<file path="src/rtl/wb_data_upsize_pkg.sv">
// Shared types and lane helpers for the 8-bit to 32-bit Wishbone upsizer.
// Lane mapping is big-endian: byte offset 0 lives in bits 31:24.
package wb_data_upsize_pkg;

    typedef enum logic [1:0] {
        IDLE   = 2'd0,
        ACCESS = 2'd1,
        RESP   = 2'd2
    } state_e;

    function automatic logic [3:0] lane_sel(input logic [1:0] off);
        return 4'b1000 >> off;
    endfunction

    function automatic logic [7:0] lane_byte(input logic [31:0] word, input logic [1:0] off);
        logic [7:0] b;
        case (off)
            2'd0:    b = word[31:24];
            2'd1:    b = word[23:16];
            2'd2:    b = word[15:8];
            default: b = word[7:0];
        endcase
        return b;
    endfunction

endpackage

</file>
<file path="src/rtl/wb_data_upsize_if.sv">
// Bus bundle for wb_data_upsize: narrow master side (wbm_*) and wide slave side (wbs_*).
// The bridge uses the slave modport; the surrounding system uses the master modport.
interface wb_data_upsize_if #(
    parameter int aw = 32
);
    // A request is valid while wbm_cyc_i & wbm_stb_i; the bridge answers each one with
    // exactly one single-cycle pulse on wbm_ack_o, wbm_err_o or wbm_rty_o, and the
    // master keeps the request stable until it sees that pulse.
    logic [aw-1:0] wbm_adr_i;
    logic [7:0]    wbm_dat_i;
    logic          wbm_we_i;
    logic          wbm_cyc_i;
    logic          wbm_stb_i;
    logic [2:0]    wbm_cti_i;
    logic [1:0]    wbm_bte_i;
    logic [7:0]    wbm_dat_o;
    logic          wbm_ack_o;
    logic          wbm_err_o;
    logic          wbm_rty_o;

    logic [aw-1:0] wbs_adr_o;
    logic [31:0]   wbs_dat_o;
    logic [3:0]    wbs_sel_o;
    logic          wbs_we_o;
    logic          wbs_cyc_o;
    logic          wbs_stb_o;
    logic [2:0]    wbs_cti_o;
    logic [1:0]    wbs_bte_o;
    logic [31:0]   wbs_dat_i;
    logic          wbs_ack_i;
    logic          wbs_err_i;
    logic          wbs_rty_i;

    modport slave (
        input  wbm_adr_i, wbm_dat_i, wbm_we_i, wbm_cyc_i, wbm_stb_i, wbm_cti_i, wbm_bte_i,
        output wbm_dat_o, wbm_ack_o, wbm_err_o, wbm_rty_o,
        output wbs_adr_o, wbs_dat_o, wbs_sel_o, wbs_we_o, wbs_cyc_o, wbs_stb_o,
        output wbs_cti_o, wbs_bte_o,
        input  wbs_dat_i, wbs_ack_i, wbs_err_i, wbs_rty_i
    );

    modport master (
        output wbm_adr_i, wbm_dat_i, wbm_we_i, wbm_cyc_i, wbm_stb_i, wbm_cti_i, wbm_bte_i,
        input  wbm_dat_o, wbm_ack_o, wbm_err_o, wbm_rty_o,
        input  wbs_adr_o, wbs_dat_o, wbs_sel_o, wbs_we_o, wbs_cyc_o, wbs_stb_o,
        input  wbs_cti_o, wbs_bte_o,
        output wbs_dat_i, wbs_ack_i, wbs_err_i, wbs_rty_i
    );

endinterface

</file>
<file path="src/rtl/wb_data_upsize_rdbuf.sv">
// One-word read buffer: holds the last fetched 32-bit word with its word-address tag.
// Invalidate wins over fill when both are requested on the same edge.
module wb_data_upsize_rdbuf #(
    parameter int tw = 30
) (
    input  logic          clk,
    input  logic          rst_n,
    input  logic          fill,
    input  logic          invalidate,
    input  logic [31:0]   fill_word,
    input  logic [tw-1:0] fill_tag,
    input  logic [tw-1:0] lookup_tag,
    output logic          hit,
    output logic [31:0]   data
);
    logic          valid;
    logic [tw-1:0] tag;
    logic [31:0]   word;

    always_ff @(posedge clk or negedge rst_n) begin
        if (!rst_n) begin
            valid <= 1'b0;
            tag   <= '0;
            word  <= '0;
        end else if (invalidate) begin
            valid <= 1'b0;
        end else if (fill) begin
            valid <= 1'b1;
            tag   <= fill_tag;
            word  <= fill_word;
        end
    end

    assign hit  = valid && (tag == lookup_tag);
    assign data = word;

endmodule

</file>
<file path="src/rtl/wb_data_upsize.sv">
// 8-bit Wishbone master to 32-bit Wishbone slave bridge, one registered slave access per byte.
// Define WB_DATA_UPSIZE_RDBUF_EN to add a one-word read buffer serving same-word reads.
module wb_data_upsize
    import wb_data_upsize_pkg::*;
#(
    parameter int aw = 32
) (
    input  logic            wb_clk_i,
    input  logic            wb_rst_n_i,
    wb_data_upsize_if.slave bus,
    output logic [1:0]      dbg_state
);
    localparam logic [1:0] ST_IDLE   = IDLE;
    localparam logic [1:0] ST_ACCESS = ACCESS;
    localparam logic [1:0] ST_RESP   = RESP;

    logic [1:0]  state;
    logic [1:0]  off;
    logic [1:0]  off_q;
    logic        req;
    logic        buf_hit;
    logic [31:0] buf_word;
    logic [3:0]  read_sel;
    logic        unused_cfg;

    assign off           = bus.wbm_adr_i[1:0];
    assign req           = bus.wbm_cyc_i & bus.wbm_stb_i;
    assign bus.wbs_cti_o = 3'b000;
    assign bus.wbs_bte_o = 2'b00;
    assign dbg_state     = state;
    assign unused_cfg    = ^{bus.wbm_cti_i, bus.wbm_bte_i};

`ifdef WB_DATA_UPSIZE_RDBUF_EN
    logic buf_fill;
    logic buf_inval;
    logic buf_tag_hit;

    // Only a read completed by the slave with the master still in its cycle may fill.
    assign buf_fill  = (state == ST_ACCESS) && bus.wbm_cyc_i && bus.wbs_ack_i &&
                       !bus.wbs_err_i && !bus.wbs_rty_i && !bus.wbs_we_o;
    assign buf_inval = !bus.wbm_cyc_i ||
                       ((state == ST_IDLE) && req && bus.wbm_we_i) ||
                       ((state == ST_ACCESS) && (bus.wbs_err_i || bus.wbs_rty_i));

    wb_data_upsize_rdbuf #(.tw(aw - 2)) u_rdbuf (
        .clk        (wb_clk_i),
        .rst_n      (wb_rst_n_i),
        .fill       (buf_fill),
        .invalidate (buf_inval),
        .fill_word  (bus.wbs_dat_i),
        .fill_tag   (bus.wbs_adr_o[aw-1:2]),
        .lookup_tag (bus.wbm_adr_i[aw-1:2]),
        .hit        (buf_tag_hit),
        .data       (buf_word)
    );

    assign buf_hit  = buf_tag_hit && !bus.wbm_we_i;
    assign read_sel = 4'b1111;
`else
    assign buf_hit  = 1'b0;
    assign buf_word = 32'h0;
    assign read_sel = lane_sel(off);
`endif

    always_ff @(posedge wb_clk_i or negedge wb_rst_n_i) begin
        if (!wb_rst_n_i) begin
            state         <= ST_IDLE;
            off_q         <= 2'b00;
            bus.wbm_dat_o <= 8'h00;
            bus.wbm_ack_o <= 1'b0;
            bus.wbm_err_o <= 1'b0;
            bus.wbm_rty_o <= 1'b0;
            bus.wbs_adr_o <= '0;
            bus.wbs_dat_o <= 32'h0;
            bus.wbs_sel_o <= 4'h0;
            bus.wbs_we_o  <= 1'b0;
            bus.wbs_cyc_o <= 1'b0;
            bus.wbs_stb_o <= 1'b0;
        end else begin
            bus.wbm_ack_o <= 1'b0;
            bus.wbm_err_o <= 1'b0;
            bus.wbm_rty_o <= 1'b0;
            case (state)
                ST_IDLE: begin
                    if (req && buf_hit) begin
                        bus.wbm_dat_o <= lane_byte(buf_word, off);
                        bus.wbm_ack_o <= 1'b1;
                        state         <= ST_RESP;
                    end else if (req) begin
                        off_q         <= off;
                        bus.wbs_adr_o <= {bus.wbm_adr_i[aw-1:2], 2'b00};
                        bus.wbs_we_o  <= bus.wbm_we_i;
                        bus.wbs_dat_o <= {4{bus.wbm_dat_i}};
                        bus.wbs_sel_o <= bus.wbm_we_i ? lane_sel(off) : read_sel;
                        bus.wbs_cyc_o <= 1'b1;
                        bus.wbs_stb_o <= 1'b1;
                        state         <= ST_ACCESS;
                    end
                end
                ST_ACCESS: begin
                    // Master abort outranks any slave response arriving in the same cycle.
                    if (!bus.wbm_cyc_i) begin
                        bus.wbs_cyc_o <= 1'b0;
                        bus.wbs_stb_o <= 1'b0;
                        state         <= ST_IDLE;
                    end else if (bus.wbs_err_i || bus.wbs_rty_i || bus.wbs_ack_i) begin
                        if (bus.wbs_err_i) begin
                            bus.wbm_err_o <= 1'b1;
                        end else if (bus.wbs_rty_i) begin
                            bus.wbm_rty_o <= 1'b1;
                        end else begin
                            bus.wbm_ack_o <= 1'b1;
                            bus.wbm_dat_o <= lane_byte(bus.wbs_dat_i, off_q);
                        end
                        bus.wbs_cyc_o <= 1'b0;
                        bus.wbs_stb_o <= 1'b0;
                        state         <= ST_RESP;
                    end
                end
                ST_RESP: state <= ST_IDLE;
                default: state <= ST_IDLE;
            endcase
        end
    end

endmodule

</file>
<file path="src/flat_wrapper.sv">
// flat-port wrapper written by rule: the top's interface ports become plain ports
module wb_data_upsize_flat import wb_data_upsize_pkg::*;
#(
    parameter int aw = 32
)
  (wb_clk_i, wb_rst_n_i, dbg_state, bus_wbm_adr_i, bus_wbm_dat_i, bus_wbm_we_i, bus_wbm_cyc_i, bus_wbm_stb_i, bus_wbm_cti_i, bus_wbm_bte_i, bus_wbm_dat_o, bus_wbm_ack_o, bus_wbm_err_o, bus_wbm_rty_o, bus_wbs_adr_o, bus_wbs_dat_o, bus_wbs_sel_o, bus_wbs_we_o, bus_wbs_cyc_o, bus_wbs_stb_o, bus_wbs_cti_o, bus_wbs_bte_o, bus_wbs_dat_i, bus_wbs_ack_i, bus_wbs_err_i, bus_wbs_rty_i);
  wb_data_upsize_if #(.aw(aw)) bus_i ();
  input  logic wb_clk_i;
  input  logic wb_rst_n_i;
  output logic [1:0] dbg_state;
  input wire logic [$bits(bus_i.wbm_adr_i)-1:0] bus_wbm_adr_i;
  input wire logic [$bits(bus_i.wbm_dat_i)-1:0] bus_wbm_dat_i;
  input wire logic [$bits(bus_i.wbm_we_i)-1:0] bus_wbm_we_i;
  input wire logic [$bits(bus_i.wbm_cyc_i)-1:0] bus_wbm_cyc_i;
  input wire logic [$bits(bus_i.wbm_stb_i)-1:0] bus_wbm_stb_i;
  input wire logic [$bits(bus_i.wbm_cti_i)-1:0] bus_wbm_cti_i;
  input wire logic [$bits(bus_i.wbm_bte_i)-1:0] bus_wbm_bte_i;
  output wire logic [$bits(bus_i.wbm_dat_o)-1:0] bus_wbm_dat_o;
  output wire logic [$bits(bus_i.wbm_ack_o)-1:0] bus_wbm_ack_o;
  output wire logic [$bits(bus_i.wbm_err_o)-1:0] bus_wbm_err_o;
  output wire logic [$bits(bus_i.wbm_rty_o)-1:0] bus_wbm_rty_o;
  output wire logic [$bits(bus_i.wbs_adr_o)-1:0] bus_wbs_adr_o;
  output wire logic [$bits(bus_i.wbs_dat_o)-1:0] bus_wbs_dat_o;
  output wire logic [$bits(bus_i.wbs_sel_o)-1:0] bus_wbs_sel_o;
  output wire logic [$bits(bus_i.wbs_we_o)-1:0] bus_wbs_we_o;
  output wire logic [$bits(bus_i.wbs_cyc_o)-1:0] bus_wbs_cyc_o;
  output wire logic [$bits(bus_i.wbs_stb_o)-1:0] bus_wbs_stb_o;
  output wire logic [$bits(bus_i.wbs_cti_o)-1:0] bus_wbs_cti_o;
  output wire logic [$bits(bus_i.wbs_bte_o)-1:0] bus_wbs_bte_o;
  input wire logic [$bits(bus_i.wbs_dat_i)-1:0] bus_wbs_dat_i;
  input wire logic [$bits(bus_i.wbs_ack_i)-1:0] bus_wbs_ack_i;
  input wire logic [$bits(bus_i.wbs_err_i)-1:0] bus_wbs_err_i;
  input wire logic [$bits(bus_i.wbs_rty_i)-1:0] bus_wbs_rty_i;
  assign bus_i.wbm_adr_i = bus_wbm_adr_i;
  assign bus_i.wbm_dat_i = bus_wbm_dat_i;
  assign bus_i.wbm_we_i = bus_wbm_we_i;
  assign bus_i.wbm_cyc_i = bus_wbm_cyc_i;
  assign bus_i.wbm_stb_i = bus_wbm_stb_i;
  assign bus_i.wbm_cti_i = bus_wbm_cti_i;
  assign bus_i.wbm_bte_i = bus_wbm_bte_i;
  assign bus_wbm_dat_o = bus_i.wbm_dat_o;
  assign bus_wbm_ack_o = bus_i.wbm_ack_o;
  assign bus_wbm_err_o = bus_i.wbm_err_o;
  assign bus_wbm_rty_o = bus_i.wbm_rty_o;
  assign bus_wbs_adr_o = bus_i.wbs_adr_o;
  assign bus_wbs_dat_o = bus_i.wbs_dat_o;
  assign bus_wbs_sel_o = bus_i.wbs_sel_o;
  assign bus_wbs_we_o = bus_i.wbs_we_o;
  assign bus_wbs_cyc_o = bus_i.wbs_cyc_o;
  assign bus_wbs_stb_o = bus_i.wbs_stb_o;
  assign bus_wbs_cti_o = bus_i.wbs_cti_o;
  assign bus_wbs_bte_o = bus_i.wbs_bte_o;
  assign bus_i.wbs_dat_i = bus_wbs_dat_i;
  assign bus_i.wbs_ack_i = bus_wbs_ack_i;
  assign bus_i.wbs_err_i = bus_wbs_err_i;
  assign bus_i.wbs_rty_i = bus_wbs_rty_i;
  wb_data_upsize #(.aw(aw)) u_core (.wb_clk_i(wb_clk_i), .wb_rst_n_i(wb_rst_n_i), .bus(bus_i), .dbg_state(dbg_state));
endmodule
</file>
<file path="config.mk">
export PLATFORM = sky130hd
export DESIGN_NAME = wb_data_upsize_flat
export DESIGN_NICKNAME = d
export VERILOG_FILES = /design/src/rtl/wb_data_upsize_pkg.sv /design/src/rtl/wb_data_upsize_if.sv /design/src/rtl/wb_data_upsize_rdbuf.sv /design/src/rtl/wb_data_upsize.sv /design/src/flat_wrapper.sv
export SDC_FILE = /design/constraint.sdc
export NUM_CORES = 1
export LEC_CHECK = 0
export BUFFER_PORTS_ARGS = -buffer_cell sky130_fd_sc_hd__buf_2
export CAP_MARGIN = 0
export CELL_PAD_IN_SITES_DETAIL_PLACEMENT = 0
export CELL_PAD_IN_SITES_GLOBAL_PLACEMENT = 1
export CORE_UTILIZATION = 30
export CTS_CLUSTER_SIZE = 10
export DETAILED_ROUTE_END_ITERATION = 8
export PLACE_DENSITY = 0.87
export SYNTH_ARGS = -nofsm -noshare
export SYNTH_HDL_FRONTEND = slang
export SYNTH_HIERARCHICAL = 1
export SYNTH_SLANG_ARGS = --single-unit
export TNS_END_PERCENT = 5
</file>
<file path="constraint.sdc">
create_clock -name wb_clk_i -period 2.2 [get_ports wb_clk_i]
set_input_delay 0.44 -clock wb_clk_i [delete_from_list [all_inputs] [get_ports wb_clk_i]]
set_output_delay 0.44 -clock wb_clk_i [all_outputs]
set_load 0.02 [all_outputs]
</file>
==> flow_summary_export.csv, run 1 <==
group,metric,value,unit
outcome,status,"completed",
route,via_count,2238,
cts,cts.sinks,59,
floorplan,die_y,97.3,µm
layout,mostFrequentLayoutCell,"buf_2",
cts,cts_buffers,9,
logic_synthesis,synth_area,2720,µm²
sta,period_share,0.806,
logic_synthesis,seq_area_frac_synth,0.542,
route,routed_wl,6.51,mm
logic_synthesis,synth_top_cell_area_share,0.542,
pwr,p_leak,2.12,nW
layout,area_growth,31.0,%
worst_setup_path,worst-path-max-fanout,47,
global_routing,antenna_found_initial,0,
cts,clkTransAtPathRegs,0.06,ns
logic_synthesis,yosysTopAreaCell,"dfrtp_1",
placement,globalplace.congestion,0.744,
sta,clock_skew,0.00665,ns
floorplan,initial_core_util,0.311,
floorplan,die_w,97.3,µm
global_routing,grt_max_degree,60,
logic_synthesis,yosys-top-cells-area,"dfrtp_1, nand2_1, buf_4",
floorplan,row_count,34,
floorplan,ios,174,
global_routing,grt_pass1_wl,10.6,mm
cts,h-tree-depth,3,
worst_hold_path,hold_path_class,"in2async",
logic_synthesis,async_flop_share,1.00,
floorplan,core_area,8760,µm²
sta,timing.fmax,564,MHz
layout,nets,491,
global_routing,grt_pass1_vias,2220,
pwr,power_density,907,nW/µm²
route,drtIter0Drc,98,
cts,cts_tree,"yes",
sta,report.final.slew_viol_count,0,
pwr,intPower,2.07,mW
global_routing,overflow,0,
cts,cts_resized,0,
logic_synthesis,yosys.cell_types.count,23,
global_routing,grt_usage,0.141,
logic_synthesis,syn_area_per_cell,10.1,µm²
logic_synthesis,synth_edf_count,0,
worst_setup_path,path_cells,"or4bb_2 > buf_4 > o31ai_1",
pwr,power.share.clock,0.245,
layout,stdcell_count,517,
route,avgRoutedWirePerCell,12.6,µm
worst_setup_path,path_class,"reg2reg",
cts,root_buffer,"clkbuf_8",
worst_setup_path,cpPeakStageDelay,0.64,ns
worst_setup_path,cp_slowest_cell,"or4bb_2",
route,drc_errors,0,
worst_setup_path,crit_path_end_kind,"flop",
route,drtPass1Iterations,4,
cts,cts_buffer_depth,2,
pwr,combPwrFrac,0.319,
cts,postCtsSetupBuffers,0,
logic_synthesis,ys_ff_latch,59,
layout,drive_above_1_share,0.482,
layout,fill_cells,883,
layout,final_cell_mix,"buf_2, nand2_1, dfrtp_1, clkbuf_8",
sta,finalSetupViolations,0,
floorplan,dieArea,9460,µm²
sta,period_needed,1.77,ns
sta,hold_violations,0,
route,drtAntennaViolNets,0,
layout,antenna_cells,0,
cts,clk_latency,0.32,ns
logic_synthesis,synth_ff_type,"dfrtp_1",
sta,rsz0062_at_grt,"no",
placement,hpwlAfterDp,4.57,mm
cts,hold_buffers,0,
sta,slew_headroom,0.494,
worst_setup_path,start_kind,"flop",
placement,io_buffers,161,
logic_synthesis,synth_warnings,6,
logic_synthesis,synthCells,270,
pwr,peakVddDrop,242,µV
worst_setup_path,reg2regPathDepth,3,
run,drv_cap,0,
worst_setup_path,worstPathRequired,2.42,ns
pwr,netSwitchingPower,1.17,mW
sta,tightestPinTransition,0.759,ns
pwr,swShare,0.361,
worst_setup_path,cp.arrival,2.00,ns
placement,dp.cells,503,
route,vias_per_cell,4.33,
sta,setup_tns,0,ns
pwr,share_seq_of_total_power,0.436,
==> metal layers <==
metal  global-route usage  up-vias  routed length (µm)
met5                    0        -                   0
met4               0.0407        0                  28
met3               0.0475        5                 444
met2                0.244       88                3270
met1                0.166     1061                2770
li1                     -     1084                   -
==> cells by family (layout without fill, tap and decap cells) <==
kind of cell,count (synthesis),in the layout,share of synthesized area
compound gates,4,4,0.0124
buf+inv,47,180,0.114
flops,59,59,0.542
mux,16,16,0.110
other cells,1,7,0.00138
simple gates,143,143,0.220
==> per-stage QoR <==
stage | hold slack, ns | setup slack [ns] | utilization | cell area, µm² | power (mW)
5_1_grt | 0.285 | 0.332 | 0.407 | 3570 | 3.43
4_1_cts | 0.280 | 0.412 | 0.407 | 3570 | 3.29
3_5_place_dp | 0.460 | 0.363 | 0.390 | 3420 | 2.47
6_report | 0.275 | 0.427 | 0.407 | 3570 | 3.23
2_1_floorplan | 0.144 | 0.445 | - | 2750 | 2.17
3_3_place_gp | 0.451 | 0.425 | 0.390 | 3420 | 2.45
==> worst paths after layout <==
path	start	endpoint	slack (ns)
setup / recovery	u_core/dbg_state[0]	u_core/bus.wbs_sel_o[3]	0.43
hold / removal	wb_rst_n_i	u_core/bus.wbs_adr_o[23]	0.27
setup reg to reg	u_core/dbg_state[0]	u_core/bus.wbs_sel_o[3]	0.43
hold reg to reg	u_core/bus.wbs_adr_o[28]	u_core/bus.wbs_adr_o[28]	0.47
max in group asynchronous	wb_rst_n_i	u_core/bus.wbs_adr_o[9]	1.43
min in group wb_clk_i	bus_wbm_dat_i[6]	u_core/bus.wbs_dat_o[30]	0.30
==> worst max-delay path: cells and delay by family (launching register included) <==
family	cells	cell delay, ns
AND/OR/NAND/NOR	1	0.64
flip-flops	1	0.44
buffers and inverters	1	0.31
AO/OA/AOI/OAI	1	0.28
==> area by class of cell <==
type | count | area (µm²) | share of cell area
Tap cell | 108 | 135 | 0.0379
Clock inverter | 4 | 20.0 | 0.00561
Multi-Input combinational cell | 170 | 958 | 0.269
Sequential cell | 59 | 1480 | 0.414
Inverter | 2 | 7.51 | 0.00211
Clock buffer | 10 | 128 | 0.0358
Timing Repair Buffer | 164 | 841 | 0.236
==> state kept, by name, indices dropped and copies added, names as in the netlist <==
register,cells
u_core/bus.wbm_ack_o,1
u_core/bus.wbs_sel_o,4
u_core/bus.wbs_we_o,1
u_core/dbg_state,2
u_core/bus.wbm_rty_o,1
u_core/off_q,2
u_core/bus.wbs_stb_o,1
u_core/bus.wbs_adr_o,30
u_core/bus.wbm_dat_o,8
u_core/bus.wbs_dat_o,8
u_core/bus.wbm_err_o,1
==> cells in the mapped netlist, types with 2 or more instances <==
| cell type | n |
|---|---|
| buf_4 | 32 |
| nor2_1 | 3 |
| buf_2 | 5 |
| mux2_4 | 8 |
| dfrtp_1 | 59 |
| nand3b_1 | 2 |
| a22o_1 | 2 |
| clkbuf_1 | 7 |
| nand2_1 | 130 |
| inv_1 | 2 |
| mux4_2 | 8 |
==> power by group through the flow <==
stage | clock network [mW] | registers [mW] | logic, mW
after floorplan | 0 | 1.63 | 0.540
after global placement | 0 | 1.43 | 1.03
after detailed placement | 0 | 1.43 | 1.04
after CTS | 0.828 | 1.42 | 1.04
after global routing | 0.875 | 1.45 | 1.11
final | 0.792 | 1.41 | 1.03
Note: power is estimated with default switching activity, not from simulation.
==> inputs of run 2 (changes only) <==
--- a/config.mk
+++ b/config.mk
@@ -9,10 +9,10 @@
 export CAP_MARGIN = 0
 export CELL_PAD_IN_SITES_DETAIL_PLACEMENT = 0
 export CELL_PAD_IN_SITES_GLOBAL_PLACEMENT = 1
-export CORE_UTILIZATION = 30
+export CORE_UTILIZATION = 27
 export CTS_CLUSTER_SIZE = 10
 export DETAILED_ROUTE_END_ITERATION = 8
-export PLACE_DENSITY = 0.87
+export PLACE_DENSITY = 0.83
 export SYNTH_ARGS = -nofsm -noshare
 export SYNTH_HDL_FRONTEND = slang
 export SYNTH_HIERARCHICAL = 1
==> constraint.sdc (replaced) <==
create_clock -name wb_clk_i -period 1.4 [get_ports wb_clk_i]
set_input_delay 0.28 -clock wb_clk_i [delete_from_list [all_inputs] [get_ports wb_clk_i]]
set_output_delay 0.28 -clock wb_clk_i [all_outputs]
set_load 0.02 [all_outputs]
==> flow_summary_export.csv, run 2 (synthesis results as in run 1) <==
group,metric,value,unit
global_routing,antenna_found_initial,0,
cts,cts_buffer_depth,2,
route,avgRoutedWirePerCell,12.5,µm
sta,clock_skew,0.00969,ns
worst_setup_path,worst-path-max-fanout,5,
worst_setup_path,cp.arrival,1.85,ns
layout,reg.largest.list,"u_core/bus.wbs_adr_o: 30 flops, u_core/bus.wbm_dat_o: 8 flops, u_core/bus.wbs_dat_o: 8 flops",
route,routed_wl,7.06,mm
layout,nets,510,
floorplan,core_area,9770,µm²
floorplan,die_w,102,µm
layout,drive_above_1_share,0.544,
cts,cts_buffers,9,
sta,timing.fmax,609,MHz
worst_setup_path,reg2reg_to,"u_core/bus.wbm_dat_o[7]",
sta,report.final.slew_viol_count,0,
cts,clkTransAtPathRegs,0.06,ns
floorplan,initial_core_util,0.279,
worst_setup_path,worstPathRequired,1.61,ns
global_routing,grt_usage,0.127,
sta,whs,0.135,ns
worst_hold_path,hold_path_class,"in2reg",
sta,period_share,1.17,
global_routing,overflow,0,
run,drv_cap,0,
outcome,status,"complete, but fails checks",
pwr,p_total,5.47,mW
placement,globalplace.congestion,0.728,
placement,hpwlAfterDp,4.82,mm
placement,place_area,3580,µm²
worst_setup_path,path_class,"reg2reg",
worst_setup_path,endpoint,"u_core/bus.wbm_dat_o[7]",
layout,largest_register_ffs,30,
global_routing,grt_pass1_vias,2134,
worst_setup_path,start_kind,"flop",
worst_setup_path,startpoint,"u_core/dbg_state[1]",
floorplan,row_count,36,
worst_setup_path,reg2regPathDepth,3,
route,drc_errors,0,
route,drtPass1Iterations,4,
layout,top_register,"u_core/bus.wbs_adr_o",
sta,period_needed,1.64,ns
pwr,peakVddDrop,392,µV
worst_setup_path,r2r_start,"u_core/dbg_state[1]",
cts,clk_latency,0.33,ns
global_routing,grt_max_degree,60,
cts,cts_tree,"yes",
sta,finalSetupViolations,55,
cts,root_buffer,"clkbuf_8",
layout,final_cell_mix,"buf_2, nand2_1, dfrtp_1, clkbuf_8, nand2_2",
placement,io_buffers,161,
worst_setup_path,r2r_setup_slack,-0.24,ns
layout,mostFrequentLayoutCell,"buf_2",
sta,rsz0062_at_grt,"yes",
layout,area_growth,45.0,%
pwr,power_density,1390,nW/µm²
outcome,violations,"setup timing",
floorplan,ios,174,
worst_setup_path,crit_path_end_kind,"flop",
pwr,netSwitchingPower,1.89,mW
pwr,power.share.clock,0.270,
pwr,share_seq_of_total_power,0.405,
pwr,swShare,0.346,
pwr,intPower,3.58,mW
route,via_count,2334,
floorplan,die_y,102,µm
route,vias_per_cell,4.15,
cts,cts.sinks,59,
pwr,combPwrFrac,0.325,
layout,fin_util,0.404,
pwr,p_leak,2.28,nW
floorplan,dieArea,10500,µm²
cts,h-tree-depth,3,
sta,hold_violations,0,
sta,worst_slack,-0.242,ns
route,drtIter0Drc,34,
global_routing,grt_pass1_wl,9.86,mm
layout,design_area,3950,µm²
layout,antenna_cells,0,
route,drtAntennaViolNets,0,
==> run 2: cell count changes in the layout (fill, tap and decap cells not counted), sizes merged <==
cell,delta
buf,+15
clkbuf,+7
clkinv,-3
dlygate4sd3,+1
or4b,+1
==> run 2: stage by stage <==
stage / setup slack [ns] / cells / setup TNS, ns
4_1_cts: -0.241 / 557 / -11.53
5_1_grt: -0.268 / 563 / -7.14
3_5_place_dp: -0.246 / 540 / -11.64
6_report: -0.242 / 563 / -4.94
2_1_floorplan: -0.291 / 276 / -12.76
3_3_place_gp: -0.226 / 540 / -10.89
==> run 2: how the worst min path moves through the flow <==
stage	start	end	slack, ns	cells past startpoint
2_1_floorplan	wb_rst_n_i	u_core/bus.wbm_ack_o	-0.02	0
3_3_place_gp	wb_rst_n_i	u_core/bus.wbs_dat_o[27]	0.31	2
3_5_place_dp	wb_rst_n_i	u_core/bus.wbs_dat_o[27]	0.32	2
4_1_cts	bus_wbm_dat_i[0]	u_core/bus.wbs_dat_o[24]	0.11	3
5_1_grt	bus_wbm_adr_i[12]	u_core/bus.wbs_adr_o[12]	0.12	3
6_report	bus_wbm_dat_i[0]	u_core/bus.wbs_dat_o[24]	0.13	3
==> run 2: what timing repair did <==
| action | in CTS | in global routing |
|---|---|---|
| hold buffers | 1 | 0 |
| setup buffers | 0 | 3 |
| pin swaps | 0 | 17 |
| hold endpoints to repair | 59 | 0 |
| setup endpoints to repair | 54 | 54 |
| gates resized for setup | 3 | 23 |
| cloned | 0 | 3 |
==> run 2: layer usage <==
metal  routed length (µm)  part of all wire  GRT usage  vias to the layer above
met5                    0                 0          0                        -
met4                  107             0.015     0.0703                        0
met3                  364             0.052     0.0315                       10
met2                 3500              0.50      0.216                       88
met1                 3090              0.44      0.145                     1104
li1                     -                 -          -                     1132
==> run 2: cell type report <==
cell class              instances  area [µm²]
fillers                       985        5830
flip-flops and latches         59        1480
repair buffers                182        1070
multi-input cells             171        1030
clock buffers                  15         186
well taps                     133         166
inverters                       2        7.51
clock inverters                 1        5.00
==> run 2: power groups by stage <==
stage               logic, mW  registers [mW]  clock network (mW)
floorplan               0.848            2.57                   0
global placement         1.70            2.22                   0
detailed placement       1.72            2.24                   0
CTS                      1.73            2.21                1.54
global route             1.94            2.26                1.61
finish                   1.78            2.21                1.48
==> run 2: critical path, stage by stage, from the launching register on <==
cell and delay, ns:
dfrtp_2 0.41, nand3b_4 0.18, or4b_4 0.60, mux2_4 0.33
==> inputs of run 3 (changes only) <==
==> constraint.sdc (replaced) <==
create_clock -name wb_clk_i -period 1.51 [get_ports wb_clk_i]
set_input_delay 0.302 -clock wb_clk_i [delete_from_list [all_inputs] [get_ports wb_clk_i]]
set_output_delay 0.302 -clock wb_clk_i [all_outputs]
set_load 0.02 [all_outputs]
==> flow_summary_export.csv, run 3 (synthesis results as in run 1) <==
group,metric,value,unit
outcome,status,"complete, but fails checks",
outcome,violations,"setup timing",
layout,area_growth,42.0,%
cts,clkTransAtPathRegs,0.07,ns
worst_setup_path,crit_path_end_kind,"flop",
pwr,power.share.clock,0.302,
layout,design_area,3870,µm²
worst_setup_path,worstPathRequired,1.71,ns
layout,final_cell_mix,"buf_2, nand2_1, dfrtp_1, clkbuf_8",
route,routed_wl,6.62,mm
cts,clk_latency,0.33,ns
global_routing,antenna_found_initial,0,
floorplan,die_w,102,µm
placement,io_buffers,161,
route,via_count,2271,
floorplan,ios,174,
worst_setup_path,path_class,"reg2reg",
layout,mostFrequentLayoutCell,"buf_2",
worst_setup_path,reg2regPathDepth,3,
sta,period_share,1.06,
floorplan,dieArea,10500,µm²
route,drtIter0Drc,39,
floorplan,initial_core_util,0.279,
cts,root_buffer,"clkbuf_8",
worst_setup_path,cp.arrival,1.81,ns
route,vias_per_cell,4.07,
sta,timing.fmax,623,MHz
layout,stdcell_count,558,
floorplan,row_count,36,
global_routing,grt_pass1_vias,2090,
pwr,netSwitchingPower,1.72,mW
cts,h-tree-depth,3,
pwr,intPower,3.49,mW
placement,place_area,3560,µm²
cts,cts_tree,"yes",
sta,rsz0062_at_grt,"yes",
pwr,swShare,0.331,
run,drv_cap,0,
worst_setup_path,r2r_start,"u_core/dbg_state[1]",
route,drtAntennaViolNets,0,
layout,drive_above_1_share,0.504,
sta,hold_violations,0,
sta,report.final.slew_viol_count,0,
sta,clock_skew,0.0119,ns
layout,top_register,"u_core/bus.wbs_adr_o",
layout,largest_register_ffs,30,
pwr,power_density,1350,nW/µm²
cts,cts_buffers,9,
placement,globalplace.congestion,0.764,
worst_setup_path,cp_slowest_cell,"or4b_4",
worst_setup_path,startpoint,"u_core/dbg_state[1]",
global_routing,grt_pass1_wl,9.99,mm
global_routing,overflow,0,
worst_setup_path,r2r_setup_slack,-0.1,ns
worst_setup_path,endpoint,"u_core/bus.wbm_dat_o[7]",
worst_hold_path,hold_path_class,"in2reg",
worst_setup_path,start_kind,"flop",
cts,cts.sinks,59,
pwr,combPwrFrac,0.307,
placement,dp.cells,538,
route,avgRoutedWirePerCell,11.9,µm
sta,finalSetupViolations,32,
pwr,share_seq_of_total_power,0.391,
pwr,p_leak,2.23,nW
layout,reg.largest.list,"u_core/bus.wbs_adr_o: 30 flops, u_core/bus.wbm_dat_o: 8 flops, u_core/bus.wbs_dat_o: 8 flops",
layout,antenna_cells,0,
sta,whs,0.157,ns
worst_setup_path,cpPeakStageDelay,0.57,ns
worst_setup_path,reg2reg_to,"u_core/bus.wbm_dat_o[7]",
floorplan,die_y,102,µm
route,drc_errors,0,
worst_setup_path,path_cells,"nand3b_4 > or4b_4 > mux2_4",
placement,place_ws,-0.135,ns
layout,nets,505,
global_routing,grt_usage,0.128,
route,drtPass1Iterations,4,
floorplan,core_area,9770,µm²
cts,cts_buffer_depth,2,
placement,hpwlAfterDp,4.83,mm
pwr,peakVddDrop,373,µV
global_routing,grt_max_degree,60,
sta,worst_slack,-0.0955,ns
sta,period_needed,1.61,ns
worst_setup_path,worst-path-max-fanout,5,
[run 3: changes by cell type in the layout (fill, tap and decap cells not counted), moves of 2 or more]
| cell | previous run | this run |
|---|---|---|
| nand2_1 | 116 | 130 |
| nand2_2 | 13 | 0 |
| buf_4 | 12 | 8 |
| clkbuf_8 | 13 | 10 |
| bufinv_16 | 0 | 2 |
| clkbuf_16 | 2 | 0 |
| clkinvlp_4 | 0 | 2 |
[run 3: worst max-delay path: cells and delay by family, from the launching register on]
kind	cells	cell delay (ns)
muxes	1	0.32
DFF	1	0.40
and+or+nand+nor	2	0.75
[run 3: metrics by stage]
step / util / total power, mW / TNS, ns
5_1_grt: 0.396 / 5.58 / -3.35
2_1_floorplan: - / 3.17 / -6.83
3_3_place_gp: 0.365 / 3.64 / -4.33
4_1_cts: 0.395 / 5.31 / -0.958
6_report: 0.396 / 5.21 / -0.810
3_5_place_dp: 0.365 / 3.67 / -5.78
[run 3: worst min-delay path by stage]
| stage | start | to | slack [ns] | cells past startpoint |
|---|---|---|---|---|
| 2_1_floorplan | wb_rst_n_i | u_core/bus.wbm_ack_o | 0.006 | 0 |
| 3_3_place_gp | wb_rst_n_i | u_core/bus.wbs_dat_o[27] | 0.33 | 2 |
| 3_5_place_dp | wb_rst_n_i | u_core/bus.wbs_dat_o[27] | 0.34 | 2 |
| 4_1_cts | bus_wbm_adr_i[17] | u_core/bus.wbs_adr_o[17] | 0.14 | 3 |
| 5_1_grt | bus_wbm_adr_i[13] | u_core/bus.wbs_adr_o[13] | 0.13 | 3 |
| 6_report | bus_wbm_adr_i[17] | u_core/bus.wbs_adr_o[17] | 0.16 | 3 |
[run 3: layout make-up]
type | instances | area [µm²]
well taps | 133 | 166
inverters | 2 | 7.51
multi-input cells | 171 | 980
fillers | 999 | 5910
repair buffers | 177 | 1010
clock buffers | 12 | 145
clock inverters | 4 | 75.1
flip-flops and latches | 59 | 1480
[run 3: repair_timing]
action / CTS / global route
pin swaps: 2 / 1
hold buffers: 1 / 0
hold endpoints to repair: 59 / 0
gates resized for setup: 11 / 1
cloned: 1 / 0
buffers inserted: 2 / 0
setup endpoints to repair: 54 / 55
[run 3: metal layers]
layer  vias up  track usage  part of all wire  wire [µm]
met2        92        0.213              0.50       3280
met3         4       0.0445             0.061        401
met4         0       0.0407            0.0038         25
li1       1123            -                 -          -
met1      1052        0.154              0.44       2910
met5         -            0                 0          0
[run 3: power groups by stage]
stage          Sequential, mW  Clock (mW)  Combinational (mW)
2_1_floorplan            2.38           0               0.786
3_5_place_dp             2.07           0                1.60
3_3_place_gp             2.06           0                1.58
6_report                 2.04        1.57                1.60
5_1_grt                  2.08        1.75                1.75
4_1_cts                  2.05        1.64                1.62
